## src/rtl/calculator_pkg.sv

```systemverilog
// Shared types and constants for the calculator sequencing controller.
package calculator_pkg;

  localparam int SLIDER_BITS = 4;

  typedef enum logic [1:0] {
    S_IDLE   = 2'd0,
    S_HAVE_A = 2'd1,
    S_WAIT_B = 2'd2,
    S_EXEC   = 2'd3
  } calc_state_t;

  typedef enum logic [1:0] {
    OP_NONE = 2'd0,
    OP_ADD  = 2'd1,
    OP_SUB  = 2'd2
  } calc_op_t;

endpackage

```

## src/rtl/calculator_edge_detect.sv

```systemverilog
// Single-bit rising-edge detector: press is high for the first cycle a level is seen high.
module calculator_edge_detect (
  input  logic clk,
  input  logic reset,
  input  logic level,
  output logic press
);

  logic prev;

  always_ff @(posedge clk or posedge reset) begin
    if (reset) prev <= 1'b0;
    else       prev <= level;
  end

  assign press = level & ~prev;

endmodule

```

## src/rtl/calculator_control.sv

```systemverilog
// Operand/operator entry FSM with unsigned add/sub accumulator.
// Optional macro CALC_SATURATE_EN clamps the result on carry/borrow instead of wrapping.
module calculator_control
  import calculator_pkg::*;
#(
  parameter int WIDTH = 8
) (
  input  logic             clk,
  input  logic             reset,
  input  logic             button_clr,
  input  logic             button_ent,
  input  logic             button_add,
  input  logic             button_sub,
  input  logic             slider_1,
  input  logic             slider_2,
  input  logic             slider_3,
  input  logic             slider_4,
  output logic [WIDTH-1:0] result,
  output logic             result_valid,
  output logic [1:0]       op_pending,
  output logic             busy,
  output logic             overflow,
  output logic [1:0]       state_dbg
);

  logic clr_press, ent_press, add_press, sub_press;
  logic [SLIDER_BITS-1:0] sliders;
  logic [WIDTH-1:0] slider_val;

  calc_state_t      state_q, state_d;
  calc_op_t         op_q, op_d;
  logic [WIDTH-1:0] result_q, result_d, b_q, b_d;
  logic             ovf_q, ovf_d;
  logic [WIDTH:0]   sum_ext, diff_ext;

  calculator_edge_detect u_ed_clr (.clk(clk), .reset(reset), .level(button_clr), .press(clr_press));
  calculator_edge_detect u_ed_ent (.clk(clk), .reset(reset), .level(button_ent), .press(ent_press));
  calculator_edge_detect u_ed_add (.clk(clk), .reset(reset), .level(button_add), .press(add_press));
  calculator_edge_detect u_ed_sub (.clk(clk), .reset(reset), .level(button_sub), .press(sub_press));

  assign sliders    = {slider_4, slider_3, slider_2, slider_1};
  assign slider_val = WIDTH'(sliders);

  // Extra top bit holds the add carry-out or the subtract borrow.
  assign sum_ext  = {1'b0, result_q} + {1'b0, b_q};
  assign diff_ext = {1'b0, result_q} - {1'b0, b_q};

  function automatic logic [WIDTH-1:0] exec_result(input calc_op_t op, input logic [WIDTH-1:0] cur,
                                                   input logic [WIDTH:0] s, input logic [WIDTH:0] d);
    logic [WIDTH-1:0] r;
    r = cur;
    if (op == OP_ADD) begin
`ifdef CALC_SATURATE_EN
      r = s[WIDTH] ? {WIDTH{1'b1}} : s[WIDTH-1:0];
`else
      r = s[WIDTH-1:0];
`endif
    end else if (op == OP_SUB) begin
`ifdef CALC_SATURATE_EN
      r = d[WIDTH] ? {WIDTH{1'b0}} : d[WIDTH-1:0];
`else
      r = d[WIDTH-1:0];
`endif
    end
    return r;
  endfunction

  function automatic logic exec_carry(input calc_op_t op, input logic [WIDTH:0] s,
                                      input logic [WIDTH:0] d);
    logic c;
    c = 1'b0;
    if (op == OP_ADD)      c = s[WIDTH];
    else if (op == OP_SUB) c = d[WIDTH];
    return c;
  endfunction

  always_ff @(posedge clk or posedge reset) begin
    if (reset) begin
      state_q  <= S_IDLE;
      op_q     <= OP_NONE;
      result_q <= '0;
      b_q      <= '0;
      ovf_q    <= 1'b0;
    end else begin
      state_q  <= state_d;
      op_q     <= op_d;
      result_q <= result_d;
      b_q      <= b_d;
      ovf_q    <= ovf_d;
    end
  end

  // Button priority clr > ent > add > sub falls out of the if/else ordering.
  always_comb begin
    state_d  = state_q;
    op_d     = op_q;
    result_d = result_q;
    b_d      = b_q;
    ovf_d    = ovf_q;
    if (clr_press) begin
      state_d  = S_IDLE;
      op_d     = OP_NONE;
      result_d = '0;
      ovf_d    = 1'b0;
    end else begin
      case (state_q)
        S_IDLE: begin
          if (ent_press) begin
            result_d = slider_val;
            ovf_d    = 1'b0;
            state_d  = S_HAVE_A;
          end
        end
        S_HAVE_A: begin
          if (ent_press) begin
            result_d = slider_val;
            ovf_d    = 1'b0;
          end else if (add_press) begin
            op_d    = OP_ADD;
            state_d = S_WAIT_B;
          end else if (sub_press) begin
            op_d    = OP_SUB;
            state_d = S_WAIT_B;
          end
        end
        S_WAIT_B: begin
          if (ent_press) begin
            b_d     = slider_val;
            state_d = S_EXEC;
          end else if (add_press) begin
            op_d = OP_ADD;
          end else if (sub_press) begin
            op_d = OP_SUB;
          end
        end
        S_EXEC: begin
          result_d = exec_result(op_q, result_q, sum_ext, diff_ext);
          ovf_d    = ovf_q | exec_carry(op_q, sum_ext, diff_ext);
          op_d     = OP_NONE;
          state_d  = S_HAVE_A;
        end
        default: state_d = S_IDLE;
      endcase
    end
  end

  always_comb begin
    result       = result_q;
    result_valid = (state_q == S_HAVE_A);
    busy         = (state_q == S_EXEC);
    op_pending   = op_q;
    overflow     = ovf_q;
    state_dbg    = state_q;
  end

endmodule

```

## config.mk

```make
export PLATFORM = sky130hd
export DESIGN_NAME = calculator_control
export DESIGN_NICKNAME = d
export VERILOG_FILES = /design/src/rtl/calculator_pkg.sv /design/src/rtl/calculator_edge_detect.sv /design/src/rtl/calculator_control.sv
export SDC_FILE = /design/constraint.sdc
export NUM_CORES = 1
export LEC_CHECK = 0
export CORE_MARGIN = 2
export CORE_UTILIZATION = 25
export CTS_BUF_LIST = sky130_fd_sc_hd__clkbuf_16
export CTS_CLUSTER_DIAMETER = 60
export DETAILED_ROUTE_END_ITERATION = 8
export SETUP_SLACK_MARGIN = 0.3
export SYNTH_ARGS = -nofsm -noshare
export SYNTH_HDL_FRONTEND = slang
export SYNTH_SLANG_ARGS = --single-unit
```

## constraint.sdc

```tcl
create_clock -name clk -period 2.61 [get_ports clk]
set_clock_uncertainty 0.2 [all_clocks]
set_input_delay 0.522 -clock clk [delete_from_list [all_inputs] [get_ports clk]]
set_output_delay 0.522 -clock clk [all_outputs]
set_load 0.005 [all_outputs]
```

==> flow_metrics.tcl <==
set metrics [dict create \
    synth_edf_count 0 \
    clkTransAtPathRegs_ps 60 \
    clkSinkCount 21 \
    start_kind "register" \
    synth_top_area_share_pct 34.6 \
    yosysMostFrequentCell "dfrtp_1" \
    syn-num-nets 187 \
    crit_path_frequent_cell "inv_2" \
    yosys_warnings 0 \
    setup_violations 0 \
    slew_headroom_pct 74.5 \
    synth.distinct_cells 42 \
    hold_class "register to register" \
    tightest_slew_ps 383 \
    drv_cap 0 \
    grt.total_usage_pct 11.3 \
    power_density_mw_per_mm2 1240 \
    start_util_pct 25.8 \
    synth_area_leaders "dfrtp_1 35%, ha_1 12%, mux2_2 3.7%" \
    yosys-top-cells-count "21 x dfrtp_1, 15 x ha_1, 15 x nand2_1, 14 x inv_1, 9 x nor2_1" \
    cp_max_fo 2 \
    htreeDepth 1 \
    dr.pass1.iters 4 \
    fin_util_pct 34.7 \
    die_h_um 81.9 \
    gp_congestion 0.755 \
    synthFlopType "dfrtp_1" \
    fin_tns_setup_ps 0 \
    area_growth_syn_to_layout_pct 34.5 \
    grt_max_degree 22 \
    hold_viol 0 \
    timing.final.max_slew_violations 0 \
    yosysTopAreaCell "dfrtp_1" \
    core_region_area_sq_mm 0.00589 \
    dp.cells 258 \
    worst_path_max_delay_cell "dfrtp_1" \
    wirelength_um 3580 \
    numCtsBuffers 3 \
    grt_pass1_wl_um 5890 \
    drt-initial-drc-count 39 \
    dr_total_vias 1283 \
    end_kind "register" \
    synth_cells 160 \
    die_width_um 81.9 \
    fmax_mhz 432 \
    synthArstFlopShare_pct 100 \
    insertion_delay_ps 250 \
    status "completed" \
    ant_nets 0 \
    rsz0062_at_grt "yes" \
    grt_pass1_vias 1300 \
    cellLeakagePower_nw 0.857 \
    cts_tree "yes" \
    synth.cell_area_sq_mm 0.00152 \
    n_antenna_cell 0 \
    die-area_sq_mm 0.00671 \
    critical_path.cell_chain "inv_2, ha_4, inv_2, fa_2, a21oi_2, o21ai_2, or3_4, a221oi_2, mux2i_1" \
    drive_gt1_share_pct 21.4 \
    crit_path_max_incr_delay_ps 390 \
    routed_via_density 4.81 \
    rows 28 \
    wl_per_cell_um 13.4 \
    grt_overflow_total 0 \
    yosysSeqAreaShare_pct 34.6 \
    ioPinCount 25 \
    cp.arrival_ps 2300 \
    drc_errors 0 \
    peakVddDrop_mv 0.554 \
    clk_path_buf_depth 2 \
    io_buffers 24 \
    period_needed_ps 2320 \
    ys_seq_elements 21 \
    period_share_pct 88.8 \
    fin_cells 267 \
    antenna_found_initial 0 \
    dpl.hpwl_um 2570 \
    worst-setup-path-type "register to register" \
    p_total_mw 2.54 \
    critPathRequiredTime_ps 2590 \
    clockRootBuffer "clkbuf_16" \
    avgSynthCellArea_sq_um 9.49 \
    nets 220 \
]
power breakdown:
group | internal [mW] | leakage (nW) | switching (mW)
clock | 0.206 | 0.0409 | 0.123
sequential | 0.442 | 0.263 | 0.141
combinational | 0.800 | 0.553 | 0.827
total | 1.45 | 0.857 | 1.09
registers in the layout (all words and copies together), names as in the netlist:
name / cells
result: 8
b_q: 4
op_pending: 2
state_dbg: 2
overflow: 1
u_ed_add.prev: 1
u_ed_clr.prev: 1
u_ed_ent.prev: 1
u_ed_sub.prev: 1
placed cells by master (no fill, tap or decap), types with 4 or more instances in the layout:
| cell | n |
|---|---|
| o21ai_0 | 7 |
| inv_1 | 11 |
| ha_1 | 12 |
| nand3_1 | 4 |
| o211ai_1 | 4 |
| buf_4 | 10 |
| mux2i_1 | 5 |
| nand2_1 | 15 |
| o31ai_1 | 4 |
| a21oi_1 | 6 |
| clkdlybuf4s50_1 | 24 |
| nor2b_1 | 4 |
| dfrtp_1 | 20 |
| nor2_1 | 9 |
| mux2_2 | 5 |
final cells by class:
type                       instances  area (sq um)
inverter                          14          52.6
fill                             626          3840
timing repair buffer              34           315
clock buffer                       3          75.1
tap                               75          93.8
sequential                        21           527
multi-input combinational        119           973
clock inverter                     1          5.00
repair_timing:
item	4_1_cts	5_1_grt
hold buffers	0	0
setup endpoints to repair	2	9
gates resized for setup	8	11
buffers inserted	4	1
gates cloned	0	0
pin swaps	6	7
routing by layer:
layer	vias to the layer above	global-route usage, %	share of wire (%)
met1	624	14.5	47
met3	4	2.20	3.2
li1	635	-	-
met4	0	2.50	0.95
met2	20	19.7	49
met5	-	0	0
cells by family (layout without fill, tap and decap cells):
family          after synthesis  in the layout  share of synthesized area (%)
simple gates                 49             49                           17.1
compound gates               41             41                           19.5
flops                        21             21                           34.6
buf+inv                      20             52                           5.52
fa+ha+maj                    17             17                           15.0
mux                          10             10                           7.01
xor+xnor                      2              2                           1.15
worst paths after layout:
path / startpoint / end / slack [ps] / cells after the start
hold / removal: overflow / overflow / 290 / 1
hold reg to reg: overflow / overflow / 290 / 1
min in group asynchronous: reset / op_pending[1] / 400 / 3
setup / recovery: result[0] / result[6] / 290 / 9
setup reg to reg: result[0] / result[6] / 290 / 9
max in group asynchronous: reset / state_dbg[0] / 1560 / 3
critical path, delay by kind of cell (launching register included):
kind / cells / cell delay [ps]
AO/OA/AOI/OAI: 3 / 510
adder cells (fa/ha/maj): 2 / 470
flip-flops: 1 / 390
AND/OR/NAND/NOR: 1 / 340
multiplexers: 1 / 210
buffers and inverters: 2 / 120
stage by stage:
step                hold slack, ps  cell area [sq um]  worst slack [ps]
global route                   325               2040               222
CTS                            302               2000               244
global placement               282               1860               180
floorplan                      288               1520               322
finish                         294               2040               293
detailed placement             287               1860               140
Note: power is estimated with default switching activity, not from simulation.
